$ cat src/rtl/wb_merge_queue.sv
// Writeback merge queue: accepts up to two register writebacks per cycle,
// buffers them in order, and drains one per cycle into the register file.
module wb_merge_queue #(
    parameter  int DEPTH        = 8,
    parameter  int ADDR_W       = 5,
    parameter  int DATA_W       = 16,
    parameter  int STALL_THRESH = DEPTH - 4,
    localparam int CNT_W        = $clog2(DEPTH + 1)
) (
    input  logic              clock_i,
    input  logic              reset_i,
    input  logic              wbEnableA_i,
    input  logic [ADDR_W-1:0] wbAddressA_i,
    input  logic [DATA_W-1:0] wbDataA_i,
    input  logic              wbEnableB_i,
    input  logic [ADDR_W-1:0] wbAddressB_i,
    input  logic [DATA_W-1:0] wbDataB_i,
    output logic              rfWriteEnable_o,
    output logic [ADDR_W-1:0] rfWriteAddress_o,
    output logic [DATA_W-1:0] rfWriteData_o,
    output logic              stall_o,
    output logic              overflow_o,
    output logic [CNT_W-1:0]  count_o
);

    localparam int PTR_W = $clog2(DEPTH);

    logic [ADDR_W-1:0] addrMem [DEPTH];
    logic [DATA_W-1:0] dataMem [DEPTH];

    logic [PTR_W-1:0] rdPtr;
    logic [PTR_W-1:0] wrPtr;
    logic [PTR_W-1:0] wrPtrB;
    logic [CNT_W-1:0] count;
    logic [CNT_W-1:0] countNext;
    logic [CNT_W:0]   freeSlots;
    logic             pop;
    logic             acceptA;
    logic             acceptB;
    logic             dropped;
    logic             overflow;

    // A slot vacated by this edge's pop is counted as free for this edge's push.
    always_comb begin
        pop       = (count != '0);
        freeSlots = (CNT_W + 1)'(DEPTH) - {1'b0, count} + {{CNT_W{1'b0}}, pop};
        acceptA   = wbEnableA_i && (freeSlots != '0);
        acceptB   = wbEnableB_i &&
                    (acceptA ? (freeSlots >= (CNT_W + 1)'(2)) : (freeSlots != '0));
        dropped   = (wbEnableA_i && !acceptA) || (wbEnableB_i && !acceptB);
        wrPtrB    = acceptA ? wrPtr + PTR_W'(1) : wrPtr;
        countNext = count - CNT_W'(pop) + CNT_W'(acceptA) + CNT_W'(acceptB);
    end

    // B lands directly behind A so register-file order follows port order.
    always_ff @(posedge clock_i) begin
        if (!reset_i) begin
            if (acceptA) begin
                addrMem[wrPtr] <= wbAddressA_i;
                dataMem[wrPtr] <= wbDataA_i;
            end
            if (acceptB) begin
                addrMem[wrPtrB] <= wbAddressB_i;
                dataMem[wrPtrB] <= wbDataB_i;
            end
        end
    end

    always_ff @(posedge clock_i) begin
        if (reset_i) begin
            rdPtr            <= '0;
            wrPtr            <= '0;
            count            <= '0;
            overflow         <= 1'b0;
            rfWriteEnable_o  <= 1'b0;
            rfWriteAddress_o <= '0;
            rfWriteData_o    <= '0;
        end else begin
            rdPtr           <= rdPtr + PTR_W'(pop);
            wrPtr           <= wrPtr + PTR_W'(acceptA) + PTR_W'(acceptB);
            count           <= countNext;
            rfWriteEnable_o <= pop;
            if (dropped) begin
                overflow <= 1'b1;
            end
            if (pop) begin
                rfWriteAddress_o <= addrMem[rdPtr];
                rfWriteData_o    <= dataMem[rdPtr];
            end
        end
    end

    assign count_o    = count;
    assign overflow_o = overflow;
    assign stall_o    = (count >= CNT_W'(STALL_THRESH));

endmodule

$ cat config.mk
export PLATFORM = sky130hd
export DESIGN_NAME = wb_merge_queue
export DESIGN_NICKNAME = d
export VERILOG_FILES = /design/src/rtl/wb_merge_queue.sv
export SDC_FILE = /design/constraint.sdc
export NUM_CORES = 1
export LEC_CHECK = 0
export ABC_AREA = 1
export CAP_MARGIN = 0
export CORE_AREA = 10 10 187 189
export CTS_CLUSTER_DIAMETER = 80
export DETAILED_ROUTE_END_ITERATION = 16
export DIE_AREA = 0 0 197 199
export DONT_BUFFER_PORTS = 1
export GPL_TIMING_DRIVEN = 0
export PLACE_DENSITY_LB_ADDON = 0.12
export SKIP_CTS_REPAIR_TIMING = 1
export SYNTH_ARGS = -nofsm -noshare
export SYNTH_HDL_FRONTEND = slang
export SYNTH_SLANG_ARGS = --single-unit
$ cat constraint.sdc
create_clock -name clock_i -period 7.2 [get_ports clock_i]
set_input_delay 0.36 -clock clock_i [delete_from_list [all_inputs] [get_ports clock_i]]
set_output_delay 0.36 -clock clock_i [all_outputs]
set_load 0.05 [all_outputs]
==> impl_metrics.csv, run 1 <==
group,metric,value,unit
final_layout,nets,1294,
cts,cts-root-buf,"clkbuf_16",
logic_synthesis,synth_common_cells,"nand2_1 (361), edfxtp_1 (168), nand3_1 (127), o21ai_0 (109), nor2_1 (90)",
grt,grt_pass1_vias,8745,
grt,grt_pass1_wl,60.75,mm
die,start_util,34.46,%
die,dieArea,39200,sq um
cts,cts_max_level,1,
drt,vias,9068,
sta,hold_viol_final,3,
grt,grt_overflow,0,
logic_synthesis,yosysMostFrequentCell,"nand2_1",
logic_synthesis,synth.distinct_cells,37,
drt,dr.first_iter.drc_count,1054,
logic_synthesis,ys.flop_type,"edfxtp_1",
cts,cts_tree,"done",
power,power_leakage,4.790,nW
power,p_sw,2.339,mW
critical_path,endpoint_kind,"register",
critical_path,arrival,5.66,ns
logic_synthesis,netlist_area,10760,sq um
grt,grt_max_degree,21,
placed_design,place_congestion,0.8522,
logic_synthesis,ys_seq_area_share,53.01,%
critical_path,start_kind,"register",
logic_synthesis,yosys.area.top_type,"edfxtp_1",
sta,worst_pin_slew,1.094,ns
die,io_pins,74,
critical_path,crit_type,"reg -> reg",
sta,whs,-0.003373,ns
logic_synthesis,synthCells,1197,
drt,wl_per_cell,25.43,microns
sta,drv_slew,0,
sta,fin_ws,1.786,ns
power,pwr-share-seq,35.2,%
sta,slew_headroom,27.08,%
placed_design,dp_slack,1.772,ns
drt,drt_wl_total,42.06,mm
die,core_area,31230,sq um
drt,viasPerCell,5.482,
logic_synthesis,yosys_warnings,0,
critical_path,crit_chain,"inv_2 > ha_1 > inv_1 > nor3_1 > clkbuf_1 > ha_1 > inv_2 > ha_1 > inv_1 > nand2_1 > nand2_1 > inv_2 > nor2_4 > nand2_4 > nand2_4 > nand2_1 > nand2_2 > nand2_4 > buf_2 > o22ai_4 > buf_16",
cts,clk_transition_reported_paths,0.06,ns
power,finalPower,5.095,mW
grt,grt_use_total,21.23,%
cts,cts_buffer_depth,3,
drt,dr.pass1.iters,5,
power,peakVddDrop,0.1942,mV
critical_path,crit_path_max_fanout,13,
power,powerDensity,412.7,nW/um^2
status,status,"finished with violations",
sta,finalSetupViolCount,0,
logic_synthesis,synth.area.top_cells,"edfxtp_1 (47%), nand2_1 (13%), dfxtp_1 (6.1%)",
logic_synthesis,syn_area_per_cell,8.991,sq um
final_layout,fillCellCount,3158,
placed_design,port_buffers,0,
grt,antenna_found_initial,1,
critical_path,crit_required,7.44,ns
sta,period_needed,5.414,ns
status,violations,"hold timing",
min_path,hp-class,"in -> reg",
critical_path,crit_slowest_cell,"nor3_1",
placed_design,dp_hpwl,27.86,mm
logic_synthesis,synth_seq_cells,201,
critical_path,cpPeakStageDelay,0.84,ns
cts,cts_buffers,25,
logic_synthesis,async_reset_ff_share,0,%
cts,insertion_delay,0.54,ns
sta,fmax,184.7,MHz
sta,finalClockSkew,0.01265,ns
power,power_frac_comb,41.2,%
logic_synthesis,synth-edff-count,168,
drt,antenna_left,0,
cts,clock_sinks,201,
final_layout,syn2layout_area_growth,14.71,%
drt,drc_errors,0,
power,switching_share,45.91,%
sta,rsz0062_at_grt,"no",
power,p_int,2.756,mW
die,die_width,197,microns
logic_synthesis,synth_top_area_share,46.87,%
final_layout,drive_gt1_share,12.71,%
power,p_clk_share,23.6,%
logic_synthesis,synth_nets,1258,
flow_run,drv_cap,0,
sta,fin_crit_sh,75.19,%
die,core.rowCount,65,
die,die_h,199,microns
-- worst max-delay path, delay by kind of cell, from the launching register on --
| kind | cells | cell delay [ns] |
|---|---|---|
| AOI/OAI and AO/OA | 1 | 0.46 |
| adders and majority gates | 3 | 0.65 |
| buffers and inverters | 8 | 1.76 |
| DFF | 1 | 0.50 |
| and+or+nand+nor | 9 | 1.70 |
-- area by class of cell --
class | instances | area (sq um) | area share [%]
Multi-Input combinational cell | 859 | 4419 | 35.80
Sequential cell | 201 | 5705 | 46.21
Tap cell | 402 | 503.0 | 4.074
Buffer | 106 | 616.8 | 4.996
Antenna cell | 1 | 2.502 | 0.02027
Clock buffer | 32 | 671.9 | 5.442
Timing Repair Buffer | 9 | 215.2 | 1.743
Inverter | 31 | 121.4 | 0.9831
Clock inverter | 13 | 90.09 | 0.7297
-- cell families (layout without fill, tap and decap cells) --
kind of cell | after synthesis | after routing | share of synthesized area [%]
adders and majority gates | 15 | 15 | 1.953
and+or+nand+nor | 606 | 606 | 24.44
other | 0 | 1 | 0
xor gates and xnor gates | 3 | 3 | 0.2442
AOI/OAI and AO/OA | 211 | 211 | 11.26
muxes | 24 | 24 | 2.232
DFF | 201 | 201 | 53.01
buffers and inverters | 137 | 191 | 6.859
-- metrics by stage --
stage | cell area, sq um | util (%) | TNS, ns | hold slack, ns | std cells
floorplan | 10760 | - | 0 | 0.5386 | 1197
global placement | 11270 | 36.07 | -62.09 | 0.5404 | 1599
detailed placement | 11570 | 37.05 | 0 | 0.5449 | 1607
CTS | 12330 | 39.49 | 0 | -0.01075 | 1652
global route | 12340 | 39.52 | 0 | 0.002607 | 1653
finish | 12350 | 39.53 | 0 | -0.003373 | 1654
-- power groups by stage --
stage	sequential [mW]	clock, mW	combinational (mW)
6_report	1.79	1.20	2.10
3_5_place_dp	1.82	0	2.06
2_1_floorplan	1.79	0	1.23
5_1_grt	1.82	1.26	2.25
4_1_cts	1.80	1.22	2.07
3_3_place_gp	1.83	0	1.97
-- path summary, 6_finish.rpt --
check / start / to / slack, ns / depth (start not counted)
max: count_o[2] / dataMem[1][0] / 1.79 / 21
min: wbDataA_i[8] / dataMem[6][8] / -0.003 / 2
max reg2reg: count_o[2] / dataMem[1][0] / 1.79 / 21
min reg2reg: wrPtr[2] / wrPtr[2] / 0.61 / 2
-- per-layer routing --
metal	up-vias	share of wire, %	track usage [%]
met5	-	0.0095	0
met4	2	2.2	5.525
met3	70	8.7	3.870
met2	421	46	34.24
met1	4380	43	28.69
li1	4195	-	-
-- sequential cells by signal, summed over array words and instances, names as in the netlist --
| name | flops |
|---|---|
| dataMem | 128 |
| addrMem | 40 |
| rfWriteData_o | 16 |
| rfWriteAddress_o | 5 |
| count_o | 4 |
| rdPtr | 3 |
| wrPtr | 3 |
| overflow_o | 1 |
| rfWriteEnable_o | 1 |
-- cell usage in the layout, fill, tap and decap left out, types with 3 or more instances in the layout --
cell type and count:
nand3_2 4, nand3_1 127, nor2_1 90, clkbuf_1 34
clkinv_1 7, o221ai_1 24, nand2_4 8, nand2_2 4
o21ai_4 4, clkbuf_16 25, dfxtp_1 33, buf_6 14
o22ai_4 4, nor2_4 6, fa_1 3, buf_4 15
nand2_1 361, buf_16 6, clkbuf_2 5, inv_1 22
a21oi_1 3, xnor2_1 3, o211ai_1 9, edfxtp_1 168
ha_1 12, o32ai_1 9, mux2i_1 24, o21ai_0 105
o21ai_1 51, buf_2 41, inv_2 5, clkinv_2 5
Power figures use the tool's default switching activity.
==> run 2, diff against run 1 <==
--- a/config.mk
+++ b/config.mk
@@ -5,12 +5,12 @@
 export SDC_FILE = /design/constraint.sdc
 export NUM_CORES = 1
 export LEC_CHECK = 0
-export ABC_AREA = 1
+export ABC_AREA = 0
 export CAP_MARGIN = 0
-export CORE_AREA = 10 10 187 189
+export CORE_AREA = 10 10 181 183
 export CTS_CLUSTER_DIAMETER = 80
 export DETAILED_ROUTE_END_ITERATION = 16
-export DIE_AREA = 0 0 197 199
+export DIE_AREA = 0 0 191 193
 export DONT_BUFFER_PORTS = 1
 export GPL_TIMING_DRIVEN = 0
 export PLACE_DENSITY_LB_ADDON = 0.12
==> constraint.sdc (replaced) <==
create_clock -name clock_i -period 5.1 [get_ports clock_i]
set_input_delay 0.255 -clock clock_i [delete_from_list [all_inputs] [get_ports clock_i]]
set_output_delay 0.255 -clock clock_i [all_outputs]
set_load 0.05 [all_outputs]
==> run 2 against run 1 <==
Net effect:
- the run now ends clean
- sequential power increased by 41%
- worst hold slack improved by 0.071 ns
- non-clock buffer count decreased by 14
- largest power group is now sequential cells
- critical path type unchanged
- clock skew decreased by 0.0062 ns
- global-route usage decreased by 5.8 points
==> impl_metrics.csv, run 2 <==
group,metric,value,unit
logic_synthesis,synth_compound_area_share,2.985,%
final_layout,top_register,"dataMem",
critical_path,rrSetupSlack,0.24,ns
logic_synthesis,syn_area_per_cell,16.55,sq um
drt,dr.first_iter.drc_count,388,
logic_synthesis,yosys.area_share.simple,2.898,%
sta,finalSetupViolCount,0,
logic_synthesis,synth_nets,669,
logic_synthesis,synth-edff-count,168,
power,peakVddDrop,0.2783,mV
drt,viasPerCell,5.264,
critical_path,critPathBufInv,6,
drt,wl_per_cell,26.49,microns
critical_path,setup.worst_path.end,"dataMem[3][9]",
cts,clock_sinks,201,
placed_design,place_inst,1005,
critical_path,crit_slowest_cell,"dfxtp_1",
sta,slew_headroom,24.03,%
critical_path,start_kind,"register",
critical_path,reg2reg_depth,16,
grt,grt_pass1_wl,41.17,mm
critical_path,r2r-end,"dataMem[3][9]",
sta,tns,0,ns
die,dieArea,36860,sq um
logic_synthesis,yosys.area.top_type,"edfxtp_1",
logic_synthesis,synth_seq_cells,201,
critical_path,crit_type,"reg -> reg",
logic_synthesis,netlist_area,10060,sq um
sta,rsz0062_at_grt,"no",
placed_design,place_congestion,0.7675,
final_layout,final_common_cell,"edfxtp_1",
final_layout,reg_top3,"dataMem: 128 flops, addrMem: 40 flops, rfWriteData_o: 16 flops",
placed_design,port_buffers,0,
logic_synthesis,synthMuxAreaShare,31.46,%
critical_path,crit_required,5.36,ns
sta,worst_pin_slew,1.140,ns
logic_synthesis,synthCells,608,
drt,drt_wl_total,29.32,mm
cts,insertion_delay,0.52,ns
critical_path,crit_chain,"inv_1 > ha_1 > inv_1 > nor3_1 > ha_1 > inv_1 > ha_1 > nand3_1 > mux2_4 > o21ai_4 > mux2_2 > and3_1 > buf_6 > buf_6 > mux2_1 > dlygate4sd3_1",
drt,dr.pass1.iters,4,
final_layout,post-route-cell-area,12280,sq um
grt,antenna_found_initial,1,
final_layout,largest_reg_flops,128,
grt,grt_max_degree,22,
critical_path,cpLargestDelayFamily,"buffers and inverters",
critical_path,startpoint,"count_o[3]",
power,pwr-share-seq,38.9,%
die,core_area,29240,sq um
cts,cts-root-buf,"clkbuf_16",
critical_path,arrival,5.12,ns
power,power_frac_comb,30.4,%
critical_path,rr_startpoint,"count_o[3]",
min_path,hp-class,"in -> reg",
sta,fin_crit_sh,95.32,%
sta,period_needed,4.861,ns
drt,drc_errors,0,
final_layout,syn2layout_area_growth,22.02,%
power,power_leakage,4.117,nW
final_layout,layout_common_cells,"edfxtp_1 (168), mux2_2 (142), dlygate4sd3_1 (53)",
drt,antenna_left,0,
die,core.rowCount,63,
logic_synthesis,synth_xor_area_share,0.5223,%
flow_run,drv_cap,0,
logic_synthesis,yosys_warnings,0,
die,io_pins,74,
power,p_sw,2.246,mW
grt,grt_pass1_vias,5886,
die,die_width,191,microns
logic_synthesis,synth_top_area_share,50.14,%
die,die_h,193,microns
logic_synthesis,async_reset_ff_share,0,%
final_layout,final_cells,1107,
cts,clk_transition_reported_paths,0.05,ns
critical_path,crit_path_max_fanout,10,
placed_design,dp_hpwl,18.37,mm
cts,cts_tree,"done",
grt,grt_use_total,15.41,%
final_layout,drive_gt1_share,40.08,%
sta,finalClockSkew,0.006431,ns
critical_path,cp.depth,16,
placed_design,postPlaceCellArea,10800,sq um
cts,cts_max_level,1,
status,status,"finished clean",
power,p_clk_share,30.7,%
sta,drv_slew,0,
cts,cts_buffer_depth,3,
logic_synthesis,synth.area.top_cells,"edfxtp_1 (50%), mux2_2 (16%), mux4_2 (9.4%)",
power,p_int,4.253,mW
sta,fmax,205.7,MHz
final_layout,nets,757,
grt,grt_overflow,0,
cts,cts_buffers,26,
critical_path,cpPeakStageDelay,0.76,ns
die,start_util,34.40,%
logic_synthesis,synth_common_cells,"edfxtp_1 (168), mux2_2 (142), mux4_2 (42), dfxtp_1 (33), nor2_1 (29)",
logic_synthesis,ys_seq_area_share,56.71,%
logic_synthesis,yosysMostFrequentCell,"edfxtp_1",
sta,hold_viol_final,0,
critical_path,endpoint_kind,"register",
logic_synthesis,synth-adder-area-share,2.189,%
logic_synthesis,ys.flop_type,"edfxtp_1",
power,switching_share,34.56,%
drt,vias,5827,
logic_synthesis,synth_top_family_by_area,"multiplexers",
logic_synthesis,synth.distinct_cells,42,
power,powerDensity,529.4,nW/um^2
-- run 2: changes by cell type after synthesis, sizes merged, moves of 21 or more --
cell    delta
a211oi    +21
buf       -47
mux2     +170
mux4      +42
nand2    -372
nand3    -125
nor2      -70
o21ai    -154
o221ai    -24
-- run 2: final cells by class --
class,count,area (sq um)
Clock buffer,35,725.7
Clock inverter,13,211.5
Timing Repair Buffer,60,703.2
Antenna cell,1,2.502
Buffer,41,280.3
Tap cell,390,488.0
Sequential cell,201,5707
Multi-Input combinational cell,354,4114
Inverter,12,45.04
Fill cell,2605,16970
-- run 2: tightest hold or removal path: stages --
cell,delay [ns]
maj3_1,0.14
a31oi_1,0.08
nor2_1,0.08
-- run 2: logic make-up (layout without fill, tap and decap cells) --
logic type / after synthesis / after routing
AO/OA/AOI/OAI: 41 / 41
XOR/XNOR: 6 / 6
adder cells (fa/ha/maj): 16 / 16
buffers and inverters: 53 / 161
flip-flops: 201 / 201
multiplexers: 235 / 235
other: 0 / 1
AND/OR/NAND/NOR: 56 / 56
-- run 2: stage by stage --
| step | power [mW] | hold WS, ns | utilization (%) | worst slack (ns) |
|---|---|---|---|---|
| 6_report | 6.499 | 0.06752 | 41.98 | 0.2386 |
| 3_3_place_gp | 4.390 | 0.4582 | 36.07 | -2.160 |
| 4_1_cts | 6.499 | -0.07870 | 40.14 | 0.07020 |
| 2_1_floorplan | 3.842 | 0.4559 | - | 0.2827 |
| 5_1_grt | 6.795 | 0.08457 | 41.97 | 0.01016 |
| 3_5_place_dp | 4.499 | 0.4630 | 36.94 | 0.08075 |
-- run 2: routing by layer --
layer | global-route usage [%] | share of wire [%]
met5 | 0 | 0
met2 | 25.65 | 49
met1 | 19.95 | 42
met3 | 3.561 | 6.9
met4 | 3.725 | 1.8
-- run 2: power by group through the flow --
stage / clock [mW] / sequential (mW) / combinational (mW)
floorplan: 0 / 2.51 / 1.33
global placement: 0 / 2.57 / 1.82
detailed placement: 0 / 2.57 / 1.92
CTS: 2.03 / 2.54 / 1.93
global route: 2.10 / 2.56 / 2.14
finish: 2.00 / 2.53 / 1.97
-- run 2: worst min-delay path by stage --
stage / from / to / slack [ns] / cells past startpoint
2_1_floorplan: wbDataB_i[10] / dataMem[4][10] / 0.46 / 1
3_3_place_gp: wbDataA_i[9] / dataMem[3][9] / 0.46 / 1
3_5_place_dp: wbDataB_i[3] / dataMem[6][3] / 0.46 / 1
4_1_cts: wbDataB_i[3] / dataMem[6][3] / -0.08 / 1
5_1_grt: wbEnableA_i / wrPtr[0] / 0.08 / 3
6_report: wbEnableB_i / overflow_o / 0.07 / 3
==> run 3, diff against run 2 <==
--- a/config.mk
+++ b/config.mk
@@ -7,10 +7,10 @@
 export LEC_CHECK = 0
 export ABC_AREA = 0
 export CAP_MARGIN = 0
-export CORE_AREA = 10 10 181 183
+export CORE_AREA = 10 10 140 238
 export CTS_CLUSTER_DIAMETER = 80
 export DETAILED_ROUTE_END_ITERATION = 16
-export DIE_AREA = 0 0 191 193
+export DIE_AREA = 0 0 150 248
 export DONT_BUFFER_PORTS = 1
 export GPL_TIMING_DRIVEN = 0
 export PLACE_DENSITY_LB_ADDON = 0.12
==> run 3 against run 2 <==
Net effect:
- register-to-register slack improved by 0.03 ns
- clock skew rose by 0.0066 ns
- combinational power barely moved
- cell count fell by 1.6%
- final area fell by 2.5%
- largest cell class unchanged
- largest power group unchanged
==> impl_metrics.csv, run 3 (same netlist as run 2, synthesis figures left out) <==
group,metric,value,unit
final_layout,largest_reg_flops,128,
cts,insertion_delay,0.51,ns
critical_path,crit_required,5.34,ns
sta,finalClockSkew,0.01302,ns
placed_design,place_inst,996,
cts,cts_max_level,1,
cts,clk_transition_reported_paths,0.06,ns
final_layout,reg_top3,"dataMem: 128 flops, addrMem: 40 flops, rfWriteData_o: 16 flops",
power,peakVddDrop,0.2331,mV
critical_path,rr_startpoint,"count_o[2]",
final_layout,top_register,"dataMem",
final_layout,final_common_cell,"edfxtp_1",
cts,cts_buffer_depth,3,
sta,finalSetupViolCount,0,
power,p_clk_share,24.8,%
critical_path,startpoint,"count_o[2]",
die,io_pins,74,
sta,period_needed,4.836,ns
final_layout,multi_input_area,4114,sq um
grt,grt_pass1_wl,41.91,mm
sta,fmax,206.8,MHz
critical_path,endpoint_kind,"register",
cts,clock_sinks,201,
die,core_area,29290,sq um
drt,antenna_left,0,
sta,slew_headroom,22.41,%
critical_path,crit_type,"reg -> reg",
sta,drv_slew,0,
power,pwr-share-seq,42.4,%
drt,wl_per_cell,27.32,microns
sta,whs,0.08379,ns
die,start_util,34.35,%
die,core.rowCount,83,
placed_design,dp_hpwl,19.34,mm
drt,drt_wl_total,29.76,mm
critical_path,start_kind,"register",
grt,grt_max_degree,22,
sta,fin_ws,0.2642,ns
grt,grt_use_total,15.75,%
grt,antenna_found_initial,1,
cts,cts_buffers,21,
drt,vias,5594,
min_path,hp-class,"in -> reg",
power,finalPower,5.966,mW
final_layout,syn2layout_area_growth,18.93,%
final_layout,drive_gt1_share,39.09,%
sta,worst_pin_slew,1.164,ns
power,powerDensity,498.6,nW/um^2
die,die_width,150,microns
flow_run,drv_cap,0,
placed_design,place_congestion,0.7248,
cts,cts_tree,"done",
critical_path,crit_path_max_fanout,10,
drt,drc_errors,0,
sta,hold_viol_final,0,
power,power_frac_comb,32.8,%
power,power_leakage,3.976,nW
sta,fin_crit_sh,94.82,%
final_layout,layout_common_cells,"edfxtp_1 (168), mux2_2 (142), dlygate4sd3_1 (55)",
die,dieArea,37200,sq um
drt,dr.first_iter.drc_count,356,
cts,cts-root-buf,"clkbuf_16",
status,status,"finished clean",
grt,grt_overflow,0,
final_layout,nets,753,
power,p_int,3.788,mW
drt,dr.pass1.iters,4,
min_path,min_from,"wbEnableB_i",
power,p_sw,2.178,mW
die,die_h,248,microns
final_layout,final_cells,1089,
power,switching_share,36.51,%
drt,viasPerCell,5.137,
critical_path,arrival,5.08,ns
grt,grt_pass1_vias,6064,
placed_design,dp_slack,-0.4324,ns
placed_design,port_buffers,0,
final_layout,fillCellCount,2745,
final_layout,register_area,5708,sq um
-- run 3: cell count changes in the layout (fill, tap and decap cells not counted), sizes merged --
| cell | previous run | this run |
|---|---|---|
| clkinvlp | 1 | 0 |
| clkbuf | 51 | 47 |
| clkinv | 7 | 6 |
| bufinv | 6 | 1 |
| buf | 32 | 31 |
| dlygate4sd3 | 53 | 55 |
-- run 3: final timing paths --
check	slack (ns)	endpoint	cells past startpoint
hold / removal	0.08	overflow_o	3
hold reg to reg	0.60	rdPtr[1]	2
setup / recovery	0.26	dataMem[3][10]	16
setup reg to reg	0.26	dataMem[3][10]	16
-- run 3: worst max-delay path, stage by stage (launching register included) --
cell and delay [ns]:
dfxtp_2 0.42, inv_1 0.17, ha_1 0.16, inv_1 0.22, nor3_1 0.49, ha_1 0.31, inv_1 0.06, ha_1 0.20
xor2_1 0.20, nand3b_1 0.24, o21ai_4 0.30, mux2_2 0.41, and3_1 0.21, buf_6 0.14, buf_6 0.16, mux2_1 0.31
dlygate4sd3_1 0.55
-- run 3: through the flow --
stage	cell area, sq um	utilization, %	setup TNS (ns)
2_1_floorplan	10060	-	0
3_3_place_gp	10540	35.99	-260.74
3_5_place_dp	10770	36.79	-9.009
4_1_cts	11410	38.95	-9.772
5_1_grt	11970	40.86	-0.009031
6_report	11970	40.86	0
-- run 3: layout make-up --
type / count / area share [%]
Tap cell: 382 / 3.995
Clock inverter: 6 / 0.4287
Timing Repair Buffer: 61 / 5.877
Multi-Input combinational cell: 354 / 34.38
Clock buffer: 31 / 4.873
Inverter: 12 / 0.3765
Sequential cell: 201 / 47.70
Antenna cell: 1 / 0.02091
Buffer: 41 / 2.342
-- run 3: layer usage --
layer | GRT usage [%] | share of wire [%] | up-vias
met3 | 3.665 | 4.3 | 32
met1 | 14.89 | 35 | 2880
met2 | 32.15 | 59 | 113
met4 | 4.274 | 1.9 | 0
met5 | 0 | 0 | -
li1 | - | - | 2569
-- run 3: power groups by stage --
stage	logic, mW	registers (mW)	clock network (mW)
finish	1.96	2.53	1.48
global route	2.13	2.56	1.59
CTS	1.93	2.54	1.52
detailed placement	1.92	2.58	0
global placement	1.81	2.57	0
floorplan	1.33	2.51	0
